[src/rtl/multicycle_sequencer_pkg.sv]
// Shared definitions for the multicycle sequencer: opcodes, ALU op codes, FSM state
// encodings, instruction classes and the decode helper.
package multicycle_sequencer_pkg;

  localparam logic [6:0] OP_R      = 7'b0110011;
  localparam logic [6:0] OP_I      = 7'b0010011;
  localparam logic [6:0] OP_LOAD   = 7'b0000011;
  localparam logic [6:0] OP_STORE  = 7'b0100011;
  localparam logic [6:0] OP_BRANCH = 7'b1100011;

  typedef enum logic [2:0] {
    ALU_ADD = 3'b000,
    ALU_SUB = 3'b001,
    ALU_AND = 3'b010,
    ALU_OR  = 3'b011,
    ALU_XOR = 3'b100
  } alu_op_e;

  typedef enum logic [2:0] {
    S_FETCH     = 3'd0,
    S_DECODE    = 3'd1,
    S_EXECUTE   = 3'd2,
    S_MEMORY    = 3'd3,
    S_WRITEBACK = 3'd4,
    S_HALT      = 3'd7
  } state_e;

  typedef enum logic [2:0] {
    K_R, K_I, K_LOAD, K_STORE, K_BEQ, K_BNE
  } kind_e;

  typedef struct packed {
    logic    legal;
    kind_e   kind;
    alu_op_e op;
  } decode_t;

  // Classifies an instruction and picks its ALU op; SUB exists only for R-type.
  function automatic decode_t decode_fields(input logic [6:0] opcode,
                                            input logic [2:0] funct3,
                                            input logic       funct7_b5);
    decode_t d;
    d.legal = 1'b0;
    d.kind  = K_R;
    d.op    = ALU_ADD;
    case (opcode)
      OP_R, OP_I: begin
        d.kind  = (opcode == OP_R) ? K_R : K_I;
        d.legal = 1'b1;
        case (funct3)
          3'b000:  d.op = (opcode == OP_R && funct7_b5) ? ALU_SUB : ALU_ADD;
          3'b111:  d.op = ALU_AND;
          3'b110:  d.op = ALU_OR;
          3'b100:  d.op = ALU_XOR;
          default: d.legal = 1'b0;
        endcase
      end
      OP_LOAD: begin
        d.kind  = K_LOAD;
        d.legal = 1'b1;
      end
      OP_STORE: begin
        d.kind  = K_STORE;
        d.legal = 1'b1;
      end
      OP_BRANCH: begin
        d.op = ALU_SUB;
        if (funct3 == 3'b000) begin
          d.kind  = K_BEQ;
          d.legal = 1'b1;
        end else if (funct3 == 3'b001) begin
          d.kind  = K_BNE;
          d.legal = 1'b1;
        end
      end
      default: d.legal = 1'b0;
    endcase
    return d;
  endfunction

endpackage

[src/rtl/multicycle_sequencer_timeout.sv]
// Memory-wait timeout counter: counts unacknowledged request cycles and flags the
// cycle in which the count would reach MEM_TIMEOUT.
module seq_timeout_counter
  import multicycle_sequencer_pkg::*;
#(
  parameter int unsigned MEM_TIMEOUT = 16
) (
  input  logic clk,
  input  logic reset,
  input  logic clear,
  input  logic enable,
  output logic expired
);

  localparam int unsigned W = $clog2(MEM_TIMEOUT + 1);
  localparam logic [W-1:0] LIMIT = W'(MEM_TIMEOUT);
  localparam logic [W-1:0] LAST  = W'(MEM_TIMEOUT - 1);

  logic [W-1:0] count_reg;

  always_ff @(posedge clk) begin
    if (reset || clear) begin
      count_reg <= '0;
    end else if (enable && count_reg != LIMIT) begin
      count_reg <= count_reg + W'(1);
    end
  end

  // An ack in the same cycle drops enable, so the ack wins over expiry.
  assign expired = enable && (count_reg == LAST);

endmodule

[src/rtl/multicycle_sequencer.sv]
// Multicycle FETCH/DECODE/EXECUTE/MEMORY/WRITEBACK sequencer for a single-issue RV64 datapath.
// Optional build macro SEQ_PERF_COUNTERS_EN adds cycle_count / retired_count outputs.
module multicycle_sequencer
  import multicycle_sequencer_pkg::*;
#(
  parameter int unsigned WORDSIZE         = 64,
  parameter int unsigned INSTRUCTION_SIZE = 32,
  parameter int unsigned MEM_TIMEOUT      = 16
) (
  input  logic                        clk,
  input  logic                        reset,
  input  logic [INSTRUCTION_SIZE-1:0] instruction,
  input  logic                        alu_zero,
  output logic                        imem_req,
  input  logic                        imem_ack,
  output logic                        dmem_req,
  input  logic                        dmem_ack,
  output logic                        ir_load,
  output logic                        pc_write,
  output logic                        pc_src,
  output logic                        rf_write_en,
  output logic                        dm_write_en,
  output logic                        mux_0_sel,
  output logic                        mux_1_sel,
  output logic                        mux_2_sel,
  output logic [2:0]                  alu_operation,
  output logic [2:0]                  state,
  output logic                        illegal,
  output logic                        bus_error,
  output logic                        instr_retired
`ifdef SEQ_PERF_COUNTERS_EN
  ,
  output logic [WORDSIZE-1:0]         cycle_count,
  output logic [WORDSIZE-1:0]         retired_count
`endif
);

  state_e  state_reg;
  kind_e   kind_reg;
  alu_op_e op_reg;
  logic    illegal_reg;
  logic    bus_error_reg;

  decode_t dec;
  logic    imem_take, dmem_take;
  logic    is_store, is_branch, exec_branch, store_done, in_wb;
  logic    wait_enable, wait_clear, expired;
  logic    unused_instr_bits;

  assign dec = decode_fields(instruction[6:0], instruction[14:12], instruction[30]);
  assign unused_instr_bits = ^{instruction[INSTRUCTION_SIZE-1:31], instruction[29:15],
                               instruction[11:7]};

  // Requests are dropped while reset is held so no transaction is left pending.
  assign imem_req  = (state_reg == S_FETCH) && !reset;
  assign dmem_req  = (state_reg == S_MEMORY) && !reset;
  assign imem_take = imem_req && imem_ack;
  assign dmem_take = dmem_req && dmem_ack;

  assign is_store    = (kind_reg == K_STORE);
  assign is_branch   = (kind_reg == K_BEQ) || (kind_reg == K_BNE);
  assign exec_branch = (state_reg == S_EXECUTE) && is_branch;
  assign store_done  = dmem_take && is_store;
  assign in_wb       = (state_reg == S_WRITEBACK);

  assign ir_load       = imem_take;
  assign dm_write_en   = dmem_req && is_store;
  assign pc_write      = exec_branch || store_done || in_wb;
  assign instr_retired = exec_branch || store_done || in_wb;
  assign pc_src        = exec_branch && ((kind_reg == K_BEQ) ? alu_zero : !alu_zero);
  assign rf_write_en   = in_wb;
  assign mux_0_sel     = 1'b0;
  assign mux_1_sel     = (state_reg == S_EXECUTE) &&
                         (kind_reg == K_I || kind_reg == K_LOAD || kind_reg == K_STORE);
  assign mux_2_sel     = in_wb && (kind_reg == K_LOAD);
  assign alu_operation = (state_reg == S_EXECUTE) ? op_reg : ALU_ADD;
  assign state         = state_reg;
  assign illegal       = illegal_reg;
  assign bus_error     = bus_error_reg;

  // Counter is held at zero outside the wait states and on every accepted ack.
  assign wait_enable = (imem_req && !imem_ack) || (dmem_req && !dmem_ack);
  assign wait_clear  = !(state_reg == S_FETCH || state_reg == S_MEMORY) ||
                       imem_take || dmem_take;

  seq_timeout_counter #(
    .MEM_TIMEOUT(MEM_TIMEOUT)
  ) u_timeout (
    .clk    (clk),
    .reset  (reset),
    .clear  (wait_clear),
    .enable (wait_enable),
    .expired(expired)
  );

  always_ff @(posedge clk) begin
    if (reset) begin
      state_reg     <= S_FETCH;
      kind_reg      <= K_R;
      op_reg        <= ALU_ADD;
      illegal_reg   <= 1'b0;
      bus_error_reg <= 1'b0;
    end else begin
      case (state_reg)
        S_FETCH: begin
          if (imem_ack) begin
            state_reg <= S_DECODE;
          end else if (expired) begin
            state_reg     <= S_HALT;
            bus_error_reg <= 1'b1;
          end
        end
        S_DECODE: begin
          kind_reg <= dec.kind;
          op_reg   <= dec.op;
          if (dec.legal) begin
            state_reg <= S_EXECUTE;
          end else begin
            state_reg   <= S_HALT;
            illegal_reg <= 1'b1;
          end
        end
        S_EXECUTE: begin
          case (kind_reg)
            K_R, K_I:         state_reg <= S_WRITEBACK;
            K_LOAD, K_STORE:  state_reg <= S_MEMORY;
            default:          state_reg <= S_FETCH;
          endcase
        end
        S_MEMORY: begin
          if (dmem_ack) begin
            state_reg <= is_store ? S_FETCH : S_WRITEBACK;
          end else if (expired) begin
            state_reg     <= S_HALT;
            bus_error_reg <= 1'b1;
          end
        end
        S_WRITEBACK: state_reg <= S_FETCH;
        S_HALT:      state_reg <= S_HALT;
        default:     state_reg <= S_HALT;
      endcase
    end
  end

`ifdef SEQ_PERF_COUNTERS_EN
  logic [WORDSIZE-1:0] cycle_count_reg;
  logic [WORDSIZE-1:0] retired_count_reg;

  always_ff @(posedge clk) begin
    if (reset) begin
      cycle_count_reg   <= '0;
      retired_count_reg <= '0;
    end else if (state_reg != S_HALT) begin
      cycle_count_reg <= cycle_count_reg + WORDSIZE'(1);
      if (instr_retired) begin
        retired_count_reg <= retired_count_reg + WORDSIZE'(1);
      end
    end
  end

  assign cycle_count   = cycle_count_reg;
  assign retired_count = retired_count_reg;
`else
  logic unused_cfg;
  assign unused_cfg = (WORDSIZE != 0);
`endif

endmodule

[config.mk]
export PLATFORM = sky130hd
export DESIGN_NAME = multicycle_sequencer
export DESIGN_NICKNAME = d
export VERILOG_FILES = /design/src/rtl/multicycle_sequencer_pkg.sv /design/src/rtl/multicycle_sequencer_timeout.sv /design/src/rtl/multicycle_sequencer.sv
export SDC_FILE = /design/constraint.sdc
export NUM_CORES = 1
export LEC_CHECK = 0
export ABC_AREA = 1
export CAP_MARGIN = 20
export CORE_UTILIZATION = 42
export CTS_CLUSTER_SIZE = 16
export DETAILED_ROUTE_END_ITERATION = 6
export GPL_ROUTABILITY_DRIVEN = 0
export GPL_TIMING_DRIVEN = 0
export PLACE_DENSITY_LB_ADDON = 0.15
export SLEW_MARGIN = 20
export SYNTH_ARGS = -nofsm -noshare
export SYNTH_HDL_FRONTEND = slang
export SYNTH_SLANG_ARGS = --single-unit
export TNS_END_PERCENT = 30
[constraint.sdc]
create_clock -name clk -period 2.22 [get_ports clk]
set_input_delay 0.444 -clock clk [delete_from_list [all_inputs] [get_ports clk]]
set_output_delay 0.444 -clock clk [all_outputs]
set_load 0.03 [all_outputs]
==> results.json, run 1 <==
{
  "ys_warn_count": 0,
  "rows": 17,
  "postLayoutCoreUtil_pct": 62.85,
  "cts_root_buffer": "clkbuf_4",
  "grt_pass1_wl_microns": 4057,
  "dp.cells": 229,
  "finalPower_mw": 1.377,
  "synth_edf_count": 0,
  "synth_top_area_share_pct": 30.33,
  "syn_area_sq_mm": 0.001056,
  "worst_setup_path_start_kind": "primary input",
  "grt_usage_pct": 19.60,
  "crit_buf_inv": 4,
  "num_vias": 1133,
  "synth_nets": 208,
  "hold_viol": 0,
  "antenna_found_initial": 0,
  "start_util_pct": 45.97,
  "pin_count": 56,
  "synth_common_cells": "32 x inv_1, 32 x nor2_1, 26 x nand2_1, 16 x dfxtp_1, 12 x nand3_1",
  "synth_area_per_cell_sq_um": 6.286,
  "clkSinkCount": 16,
  "synth_top_area_cell": "dfxtp_1",
  "cts-hold-fix-buffers": 0,
  "post_cts_buffers": 0,
  "rsz0062_at_grt": "no",
  "synthAdderAreaFrac_pct": 3.555,
  "drt-total-wl_microns": 2355,
  "hold_depth": 2,
  "path_common_cell": "buf_4",
  "required_ns": 1.78,
  "worstSetupPathType": "primary input to output port",
  "synth_ff_type": "dfxtp_1",
  "skew_ns": 0.005888,
  "grt_max_degree": 11,
  "fin_crit_sh_pct": 95.53,
  "path_cells": "clkdlybuf4s50_1, buf_2, nor3_2, nand2_1, nand3_1, buf_4, buf_4",
  "critPathMaxStageDelay_ns": 0.42,
  "ctsLongestPathBuffers": 2,
  "ys_types": 27,
  "drv_slew": 0,
  "wl_per_cell_microns": 10.11,
  "min_to": "bus_error",
  "nets": 246,
  "synth_mux_area_share_pct": 0,
  "cp_num_cells": 7,
  "drive_gt1_share_pct": 13.17,
  "die_h_microns": 52.14,
  "cts_tree": "yes",
  "cp.arrival_ns": 1.68,
  "power_density_mw_per_mm2": 953.5,
  "path_delay_family": "buffers and inverters",
  "synthXorXnorAreaFrac_pct": 1.659,
  "num_antenna_cells": 0,
  "hpwl_microns": 1953,
  "hp-class": "register to register",
  "max-cap-violations": 0,
  "clk_pin_slew_ns": 0.09,
  "leakage_nw": 0.6978,
  "drc": 0,
  "endpoint_kind": "output port",
  "die_x_microns": 52.14,
  "clock_latency_ns": 0.28,
  "synth_top_family_by_area": "simple AND/OR/NAND/NOR gates",
  "synthArstFlopShare_pct": 0,
  "drt_iter0_drc": 24,
  "ys_ff_latch": 16,
  "io_buffers": 33,
  "syn_inst": 168,
  "synth-compound-area-share_pct": 11.49,
  "r2r_end": "state[2]",
  "status": "complete, no violations",
  "yosysSeqAreaShare_pct": 30.33,
  "multi_input_comb_area_sq_um": 601.8,
  "crit_path_max_fanout": 10,
  "gr-total-overflow": 0,
  "netlist_top_cells_area": "dfxtp_1 30%, inv_1 11%, nor2_1 11%",
  "ff2ff_setup_slack_ns": 0.89,
  "yosys.area_share.simple_pct": 38.74,
  "cts_max_level": 1,
  "numCtsBuffers": 3,
  "largest_reg_flops": 5,
  "grt_pass1_vias": 997,
  "setup_viol": 0,
  "fin_cells": 233,
  "slowest_stage": "clkdlybuf4s50_1",
  "area_delta_synth_final_pct": 36.73,
  "holdCritStartpoint": "bus_error",
  "ir_worst_vdd_mv": 0.6088,
  "first_pass_iters": 4,
  "rr_startpoint": "u_timeout.count_reg[0]",
  "fp.coreArea_sq_mm": 0.002297,
  "r2r.worst_path.cells": 8,
  "via_per_inst": 4.863,
  "register_area_sq_um": 321.6,
  "postRouteAntennaNets": 0,
  "min_period_ns": 2.121,
  "die-area_sq_mm": 0.002719,
  "fmax_mhz": 471.5,
  "fill_cells": 238
}
## worst register-to-register path, delay by kind of cell, from the launching register on
family                     cells  cell delay (ns)
and+or+nand+nor                6             0.45
DFF                            1             0.34
adders and majority gates      2             0.43
## final cells by class
type	instances	area share, %
plain buffers	3	1.386
clock buffers	4	2.513
inverters	34	8.839
multi-input cells	115	41.68
flip-flops and latches	16	22.27
well taps	28	2.426
repair buffers	33	20.88
## worst max-delay path by stage
stage	from	endpoint	slack (ns)
6_report	reset	pc_write	0.1
5_1_grt	reset	pc_write	0.02
4_1_cts	state[1]	pc_src	-0.009
3_5_place_dp	reset	pc_write	-0.50
3_3_place_gp	reset	pc_write	-0.48
2_1_floorplan	state[0]	pc_write	-0.15
## per-layer routing
layer / vias up / GRT usage (%) / routed length [microns]
met4: 0 / 5.263 / 4
met3: 2 / 1.754 / 126
met1: 502 / 23.45 / 1070
met5: - / 0 / 0
li1: 599 / - / -
met2: 30 / 36.75 / 1153
## per-stage QoR
| step | hold slack (ns) | setup TNS (ns) | cell area, sq um | worst slack [ns] |
|---|---|---|---|---|
| CTS | 0.4704 | -0.008865 | 1455 | -0.008865 |
| global placement | 0.4407 | -1.793 | 1431 | -0.4830 |
| global route | 0.5049 | 0 | 1444 | 0.01544 |
| finish | 0.4651 | 0 | 1444 | 0.09917 |
| detailed placement | 0.4442 | -1.867 | 1431 | -0.5045 |
| floorplan | 0.4514 | -0.1549 | 1066 | -0.1549 |
## where the power goes
| part | total, mW | internal (mW) | switching (mW) |
|---|---|---|---|
| Clock | 0.187 | 0.0997 | 0.0876 |
| Combinational | 0.769 | 0.276 | 0.493 |
| Sequential | 0.420 | 0.360 | 0.0607 |
## cells by family (layout without fill, tap and decap cells)
family / after synthesis / after routing
AOI/OAI and AO/OA: 21 / 21
xor gates and xnor gates: 2 / 2
adders and majority gates: 3 / 3
buffers and inverters: 37 / 74
DFF: 16 / 16
other: 1 / 1
and+or+nand+nor: 88 / 88
## timing repair
| action | CTS | global route |
|---|---|---|
| setup endpoints to repair | 12 | 10 |
| gates resized for setup | 16 | 13 |
| endpoints found under the hold margin | 0 | 0 |
## layout by cell type, fill, tap and decap left out, types with 4 or more instances in the layout
master           synthesis  layout
nand3_1                 12      12
nand4_1                  4       4
clkdlybuf4s50_1          0      20
dlygate4sd2_1            0       7
nand2_1                 26      25
o21ai_0                  6       6
a21oi_1                  9       9
nor2_1                  32      32
inv_1                   32      32
dfxtp_1                 16      15
Note: power is estimated with default switching activity, not from simulation.
==> inputs of run 2 (changes only) <==
--- a/config.mk
+++ b/config.mk
@@ -14,4 +14,5 @@
 export GPL_TIMING_DRIVEN = 0
 export PLACE_DENSITY_LB_ADDON = 0.15
+export RECOVER_POWER = 50
 export SLEW_MARGIN = 20
 export SYNTH_ARGS = -nofsm -noshare
==> constraint.sdc (replaced) <==
create_clock -name clk -period 2.22 [get_ports clk]
set_input_delay 0.666 -clock clk [delete_from_list [all_inputs] [get_ports clk]]
set_output_delay 0.666 -clock clk [all_outputs]
set_load 0.03 [all_outputs]
==> run 2 against run 1 <==
Via count increased by 0.18%. Clock power about the same. Global-route usage decreased by 0.14 points. Largest cell class unchanged.
==> results.json, run 2 (synthesis gave the netlist of run 1 again) <==
{
  "status": "complete, no violations",
  "cts-hold-fix-buffers": 0,
  "hold_viol": 0,
  "die-area_sq_mm": 0.002719,
  "clkPwrFrac_pct": 13.0,
  "numCtsBuffers": 3,
  "slowest_stage": "clkdlybuf4s50_1",
  "clk_pin_slew_ns": 0.09,
  "drt-total-wl_microns": 2489,
  "pwr-share-seq_pct": 29.7,
  "drv_slew": 0,
  "wl_per_cell_microns": 10.64,
  "cp.arrival_ns": 1.53,
  "drt_iter0_drc": 23,
  "crit_path_max_fanout": 3,
  "io_buffers": 33,
  "netSwitchingFraction_pct": 46.66,
  "die_x_microns": 52.14,
  "layout_common_cells": "29 x inv_1, 29 x nor2_1, 26 x nand2_1, 16 x clkdlybuf4s50_1, 13 x dfxtp_1",
  "p_comb_share_pct": 57.3,
  "via_per_inst": 4.850,
  "cts_root_buffer": "clkbuf_4",
  "critPathMaxStageDelay_ns": 0.45,
  "required_ns": 1.55,
  "crit_path_start": "imem_ack",
  "rows": 17,
  "rr_startpoint": "state[1]",
  "min_period_ns": 2.194,
  "cts_max_level": 1,
  "endpoint_kind": "output port",
  "grt_pass1_vias": 981,
  "die_h_microns": 52.14,
  "clkSinkCount": 16,
  "area_delta_synth_final_pct": 44.19,
  "setup_viol": 0,
  "hpwl_microns": 1943,
  "hp-class": "register to register",
  "hold_ws_ns": 0.4537,
  "clock_latency_ns": 0.28,
  "path_cells": "clkdlybuf4s50_1, inv_1, nor3_2, buf_4",
  "grt_pass1_wl_microns": 3919,
  "num_vias": 1135,
  "num_antenna_cells": 0,
  "pin_count": 56,
  "fp.coreArea_sq_mm": 0.002297,
  "p_switching_mw": 0.6838,
  "gr-total-overflow": 0,
  "power_density_mw_per_mm2": 962.4,
  "drc": 0,
  "start_util_pct": 45.97,
  "cts_tree": "yes",
  "first_pass_iters": 4,
  "fin_cells": 234,
  "max-cap-violations": 0,
  "fmax_mhz": 455.8,
  "worstSetupPathType": "primary input to output port",
  "nets": 247,
  "fin_crit_sh_pct": 98.83,
  "dp.cells": 229,
  "grt_usage_pct": 19.46,
  "largest_reg_flops": 5,
  "finalPower_mw": 1.465,
  "p_int_mw": 0.7817,
  "ir_worst_vdd_mv": 0.6895,
  "rsz0062_at_grt": "yes",
  "holdCritStartpoint": "bus_error",
  "leakage_nw": 0.7029,
  "skew_ns": 0.002085,
  "worst_setup_path_start_kind": "primary input",
  "ctsLongestPathBuffers": 2,
  "ff2ff_setup_slack_ns": 0.86,
  "grt_max_degree": 10,
  "antenna_found_initial": 0,
  "postRouteAntennaNets": 0,
  "drive_gt1_share_pct": 19.90
}
## run 2: changes by cell type in the layout (fill, tap and decap cells not counted), sizes merged
cell / previous run / this run
buf: 5 / 9
clkbuf: 7 / 6
clkdlybuf4s15: 0 / 2
clkdlybuf4s50: 20 / 16
dlygate4sd2: 7 / 5
dlygate4sd3: 0 / 2
## run 2: worst paths after layout
kind	end	depth (start not counted)
max	ir_load	4
min	bus_error	2
max reg2reg	u_timeout.count_reg[0]	6
min reg2reg	bus_error	2
## run 2: layout make-up
type | instances | area [sq um]
buffer | 3 | 32.53
sequential | 16 | 329.1
tap | 28 | 35.03
multi-input combinational | 115 | 646.9
inverter | 34 | 127.6
fill | 228 | 774.5
timing repair buffer | 34 | 315.3
clock buffer | 4 | 36.28
## run 2: power by group through the flow
stage / clock network [mW] / registers [mW] / logic, mW
3_3_place_gp: 0 / 0.424 / 0.811
2_1_floorplan: 0 / 0.482 / 0.507
5_1_grt: 0.209 / 0.444 / 0.930
3_5_place_dp: 0 / 0.428 / 0.820
6_report: 0.190 / 0.435 / 0.840
4_1_cts: 0.200 / 0.422 / 0.818
## run 2: critical path: cells and delay by family
kind | cells | cell delay, ns
buf+inv | 3 | 0.70
simple gates | 1 | 0.15
## run 2: stage by stage
| step | util, % | worst slack [ns] | setup TNS [ns] | instance area, sq um |
|---|---|---|---|---|
| after floorplan | - | -0.02156 | -0.02156 | 1101 |
| after CTS | 65.90 | -0.04593 | -0.07672 | 1514 |
| after global routing | 66.29 | -0.01360 | -0.01438 | 1523 |
| after global placement | 63.83 | -0.8264 | -4.484 | 1466 |
| after detailed placement | 63.83 | -0.8841 | -4.665 | 1466 |
| final | 66.29 | 0.02599 | 0 | 1523 |
## run 2: layer usage
layer / routed length [microns] / GRT usage (%) / vias up
li1: - / - / 601
met1: 1124 / 22.54 / 507
met2: 1211 / 35.26 / 23
met3: 120 / 2.047 / 4
met4: 33 / 9.211 / 0
met5: 0 / 0 / -
## run 2: timing repair
item | CTS | global route
resized for setup | 50 | 18
endpoints found under the setup margin | 13 | 10
pin swaps | 3 | 3
buffers inserted | 1 | 0
==> inputs of run 3 (changes only) <==
Settings changed: CELL_PAD_IN_SITES_DETAIL_PLACEMENT set to 1, CELL_PAD_IN_SITES_GLOBAL_PLACEMENT set to 2, CORE_UTILIZATION 42 to 19.
Clock period 2.22 ns to 2.17 ns, I/O delays scaled along.
==> run 3 against run 2 <==
Utilization fell by 36 points. Sequential power rose by 4%. Clock power rose by 43%. Via count rose by 2.0%. Combinational power rose by 4.5%. Global-route usage fell by 7.6 points. Critical path depth did not move. Hold slack got worse by 0.0079 ns. Die area rose by 120%. Cell count rose by 19%. Register-to-register slack got worse by 0.13 ns. Critical endpoint is now pc_src. Largest cell class unchanged. Highest routed layer unchanged.
==> results.json, run 3 (synthesis gave the netlist of run 1 again) <==
{
  "num_antenna_cells": 0,
  "hp-class": "register to register",
  "worstSetupPathType": "primary input to output port",
  "ctsLongestPathBuffers": 2,
  "drc": 0,
  "grt_max_degree": 10,
  "grt_pass1_vias": 1164,
  "dp_slack_ns": -0.8845,
  "setup_viol": 0,
  "clk_pin_slew_ns": 0.07,
  "p_comb_share_pct": 54.8,
  "rows": 26,
  "p_switching_mw": 0.7370,
  "drv_slew": 0,
  "path_cells": "clkdlybuf4s50_1, xnor2_1, nor2_1, buf_4",
  "cts_tree": "yes",
  "clkPwrFrac_pct": 16.9,
  "finalPower_mw": 1.603,
  "fill_cells": 666,
  "grt_usage_pct": 11.83,
  "status": "complete, no violations",
  "cts_root_buffer": "clkbuf_8",
  "cts_max_level": 1,
  "largest_reg_flops": 5,
  "worst_slack_ns": 0.04450,
  "hpwl_microns": 2594,
  "io_buffers": 33,
  "pin_count": 56,
  "numCtsBuffers": 3,
  "die_x_microns": 76.55,
  "netSwitchingFraction_pct": 45.97,
  "antenna_found_initial": 0,
  "rsz0062_at_grt": "no",
  "slowest_stage": "clkdlybuf4s50_1",
  "worst_setup_path_start_kind": "primary input",
  "power_density_mw_per_mm2": 1009,
  "clock_latency_ns": 0.26,
  "ir_worst_vdd_mv": 0.2888,
  "first_pass_iters": 4,
  "start_util_pct": 20.16,
  "clkSinkCount": 16,
  "drive_gt1_share_pct": 20.67,
  "leakage_nw": 0.7049,
  "critPathMaxStageDelay_ns": 0.42,
  "required_ns": 1.52,
  "grt_pass1_wl_microns": 5492,
  "die-area_sq_mm": 0.005860,
  "gr-total-overflow": 0,
  "max-cap-violations": 0,
  "die_h_microns": 76.55,
  "nets": 249,
  "skew_ns": 0.005876,
  "crit_path_start": "alu_zero",
  "pwr-share-seq_pct": 28.3,
  "num_vias": 1158,
  "rr_startpoint": "u_timeout.count_reg[1]",
  "fp.coreArea_sq_mm": 0.005238,
  "drt-total-wl_microns": 3224,
  "cp.arrival_ns": 1.47,
  "area_delta_synth_final_pct": 50.47,
  "r2r.worst_path.cells": 8,
  "p_int_mw": 0.8660,
  "via_per_inst": 4.165,
  "hold_viol": 0,
  "wl_per_cell_microns": 11.60,
  "fmax_mhz": 470.5,
  "fin_crit_sh_pct": 97.95,
  "postRouteAntennaNets": 0,
  "min_period_ns": 2.125,
  "holdCritStartpoint": "bus_error",
  "endpoint_kind": "output port",
  "cts-hold-fix-buffers": 0,
  "crit_path_max_fanout": 1,
  "drt_iter0_drc": 33,
  "layout_common_cells": "29 x inv_1, 29 x nor2_1, 26 x nand2_1, 14 x clkdlybuf4s50_1, 13 x dfxtp_1",
  "hold_depth": 2
}
[run 3: layout make-up]
class	count	area (sq um)	area share, %
Inverter	34	127.6	8.031
Tap cell	70	87.58	5.512
Multi-Input combinational cell	115	643.1	40.47
Timing Repair Buffer	36	314.1	19.76
Clock buffer	4	55.05	3.465
Buffer	3	32.53	2.047
Sequential cell	16	329.1	20.71
[run 3: final timing paths]
kind,slack [ns],end
worst max-delay path,0.04,pc_src
worst min-delay path,0.45,bus_error
worst max register to register,0.73,state[0]
worst min register to register,0.45,bus_error
[run 3: power groups by stage]
stage	registers [mW]	logic, mW	clock network [mW]
floorplan	0.493	0.513	0
global placement	0.442	0.848	0
detailed placement	0.443	0.862	0
CTS	0.438	0.891	0.284
global route	0.469	0.971	0.299
finish	0.454	0.878	0.271
[run 3: metal layers]
metal  vias up  track usage [%]  share of wire (%)
met4         0            6.346                2.2
li1        608                -                  -
met1       514            13.98                 47
met5         -                0                  0
met3         5            2.036                3.7
met2        31            20.27                 47
[run 3: worst max-delay path, delay by kind of cell]
kind | cells | cell delay [ns]
and+or+nand+nor | 1 | 0.11
xor gates and xnor gates | 1 | 0.13
buffers and inverters | 2 | 0.59
[run 3: what timing repair did]
item	4_1_cts	5_1_grt
resized for setup	60	25
gates cloned	0	0
setup buffers	3	0
setup endpoints to repair	13	12
pin swaps	3	3
[run 3: stage by stage]
stage / cell area, sq um / cells / TNS, ns / utilization [%] / hold slack (ns)
finish: 1589 / 278 / 0 / 30.34 / 0.4458
global placement: 1515 / 271 / -5.218 / 28.93 / 0.4397
floorplan: 1097 / 168 / -0.08096 / - / 0.4514
global route: 1589 / 278 / 0 / 30.34 / 0.4828
detailed placement: 1515 / 271 / -5.221 / 28.93 / 0.4441
CTS: 1608 / 278 / -0.04965 / 30.70 / 0.4537
==> RTL edit (settings of run 3) <==
`MEM_TIMEOUT` is set to 16 in 2 places; all go to 8.
--- a/src/rtl/multicycle_sequencer_timeout.sv
+++ b/src/rtl/multicycle_sequencer_timeout.sv
@@ -3,7 +3,7 @@
 module seq_timeout_counter
   import multicycle_sequencer_pkg::*;
 #(
-  parameter int unsigned MEM_TIMEOUT = 16
+  parameter int unsigned MEM_TIMEOUT = 8
 ) (
   input  logic clk,
   input  logic reset,
--- a/src/rtl/multicycle_sequencer.sv
+++ b/src/rtl/multicycle_sequencer.sv
@@ -5,7 +5,7 @@
 #(
   parameter int unsigned WORDSIZE         = 64,
   parameter int unsigned INSTRUCTION_SIZE = 32,
-  parameter int unsigned MEM_TIMEOUT      = 16
+  parameter int unsigned MEM_TIMEOUT      = 8
 ) (
   input  logic                        clk,
   input  logic                        reset,
Formal check against the unedited RTL: not equivalent (Yosys sat finds a counterexample within 10 cycles, from zero or initial values and one cycle with reset high).
==> RTL edit against run 3 <==
Combinational power is 0.6% lower; worst hold slack gained 0.017 ns; power is 1.6% lower; setup slack better by 0.0039 ns; global-route usage is 0.24 points lower; sequential cell count is 1 lower; critical path type unchanged; area after synthesis shrank 4.4%; cell area fell by 5.4%; clock power fell by 14%; routed wire length is 9.7% lower; via count fell by 3.9%.
==> RTL edit: results (changes against run 3) <==
logic_synthesis:
  ys_warn_count: 0  # unchanged
  syn_nets: 200  # -3.8%
  synth_common_cells: "27 x inv_1, 26 x nor2_1, 21 x nand2_1, 15 x dfxtp_1, 14 x nand3_1"
  synthCells: 161  # -4.2%
  synth.distinct_cells: 25  # -7.4%
  yosysSeqAreaShare_pct: 29.7  # -0.59 points
  synth_xor_area_share_pct: 0.867  # -0.79 points
  yosys-top-cells-area: "dfxtp_1 30%, inv_1 10%, nor2_1 9.7%"
  muxShareOfSynthArea_pct: 0  # unchanged
  synth_compound_area_share_pct: 12.6  # +1.1 points
  ys.flop_type: "dfxtp_1"
  synthAdderAreaFrac_pct: 2.48  # -1.1 points
power_and_ir_drop:
  p_leak_nw: 0.656  # -7.0%
  ir_worst_vdd_mv: 0.301  # +4.1%
  p_int_w: 0.000814  # -6.0%
place:
  dpl.cell_count: 263  # -3.0%
  pre_cts_ws_ns: -0.604  # +0.281 ns
  post-dp-hpwl_um: 2390  # -7.8%
  io_buffer_count: 32  # -3.0%
critical_path:
  crit_family: "buffers and inverters"
  max_stage_delay_ns: 0.45  # +0.03 ns
  critPathArrivalTime_ns: 1.47  # about the same
  worst-path-max-fanout: 3  # +2
status:
  outcome: "complete, no violations"
global_routing:
  track_usage_pct: 11.6  # -0.24 points
  grt_pass1_vias: 1141  # -2.0%
  grt_pass1_wl_um: 4940  # -10%
  grt_max_degree: 10  # unchanged
  antenna_found_initial: 0  # unchanged
clock_network:
  clk_path_buf_depth: 2  # unchanged
  cts_buffers: 3  # unchanged
  worstSkewPairLatency_ns: 0.25
  cts_htree_levels: 1  # unchanged
  root_buffer: "clkbuf_8"
  clk_pin_slew_ns: 0.06
  cts_setup_buffers: 0  # -3
layout:
  drive_gt1_share_pct: 21.3  # +0.65 points
  fillers: 645  # -3.2%
  fin_nets: 237  # -4.8%
  stdcell_count: 267  # -4.0%
  largest_reg_flops: 4  # -1
  antenna_cells: 0  # unchanged
timing:
  finalSetupViolCount: 0  # unchanged
  skew_ns: 0.00593  # +0.0000502 ns
detailed_routing:
  drt_iter0_drc: 42  # +27%
  viasPerCell: 4.17  # about the same
  wire_per_inst_um: 10.9  # -6.0%
  drt_pass1_iterations: 3  # -1
hold_path:
  hp-class: "reg2reg"
RTL edit: path summary, 6_finish.rpt:
kind,to,startpoint,slack [ns],depth (start not counted)
max,ir_load,imem_ack,0.05,4
min,illegal,illegal,0.46,2
max reg2reg,u_timeout.count_reg[3],state[0],0.65,7
min reg2reg,illegal,illegal,0.46,2
RTL edit: per-layer routing:
layer / up-vias / GRT usage (%) / share of wire [%]
li1: 581 / - / -
met1: 510 / 14.0 / 48
met2: 18 / 20.6 / 48
met3: 4 / 2.54 / 3.4
met4: 0 / 3.14 / 0.65
met5: - / 0 / 0
RTL edit: layout make-up:
type / instances / share of cell area, %
clock inverter: 1 / 0.333
buffer: 3 / 1.50
timing repair buffer: 32 / 19.8
multi-input combinational: 110 / 40.5
tap: 70 / 5.83
inverter: 33 / 8.74
sequential: 15 / 20.6
clock buffer: 3 / 2.75
RTL edit: worst reg2reg max path: stages (launching register included):
cell,delay [ns]
dfxtp_4,0.40
nand2_2,0.09
nor2_4,0.12
nand3_2,0.07
nand2_1,0.19
nand2_1,0.21
o21ai_0,0.24
a21oi_1,0.08
RTL edit: cell families after synthesis:
group	after synthesis
flops	15
buf+inv	36
simple gates	82
other cells	1
fa+ha+maj	2
compound gates	24
xor+xnor	1
RTL edit: per-stage QoR:
stage	cell area [um2]	total power [W]	util, %	hold WS, ns
2_1_floorplan	1030	0.00103	-	0.464
3_3_place_gp	1440	0.00132	28.2	0.441
3_5_place_dp	1440	0.00134	28.2	0.463
4_1_cts	1480	0.00157	29.0	0.472
5_1_grt	1500	0.00171	29.4	0.499
6_report	1500	0.00158	29.4	0.462
RTL edit: timing repair:
item,CTS,global route
pin swaps,0,2
endpoints found under the setup margin,13,11
resized for setup,49,18
RTL edit: power by group through the flow:
stage	combinational, W	clock, W	sequential, W
4_1_cts	0.000863	0.000251	0.000453
3_5_place_dp	0.000884	0	0.000452
5_1_grt	0.000967	0.000259	0.000488
2_1_floorplan	0.000528	0	0.000498
3_3_place_gp	0.000869	0	0.000451
6_report	0.000873	0.000234	0.000470
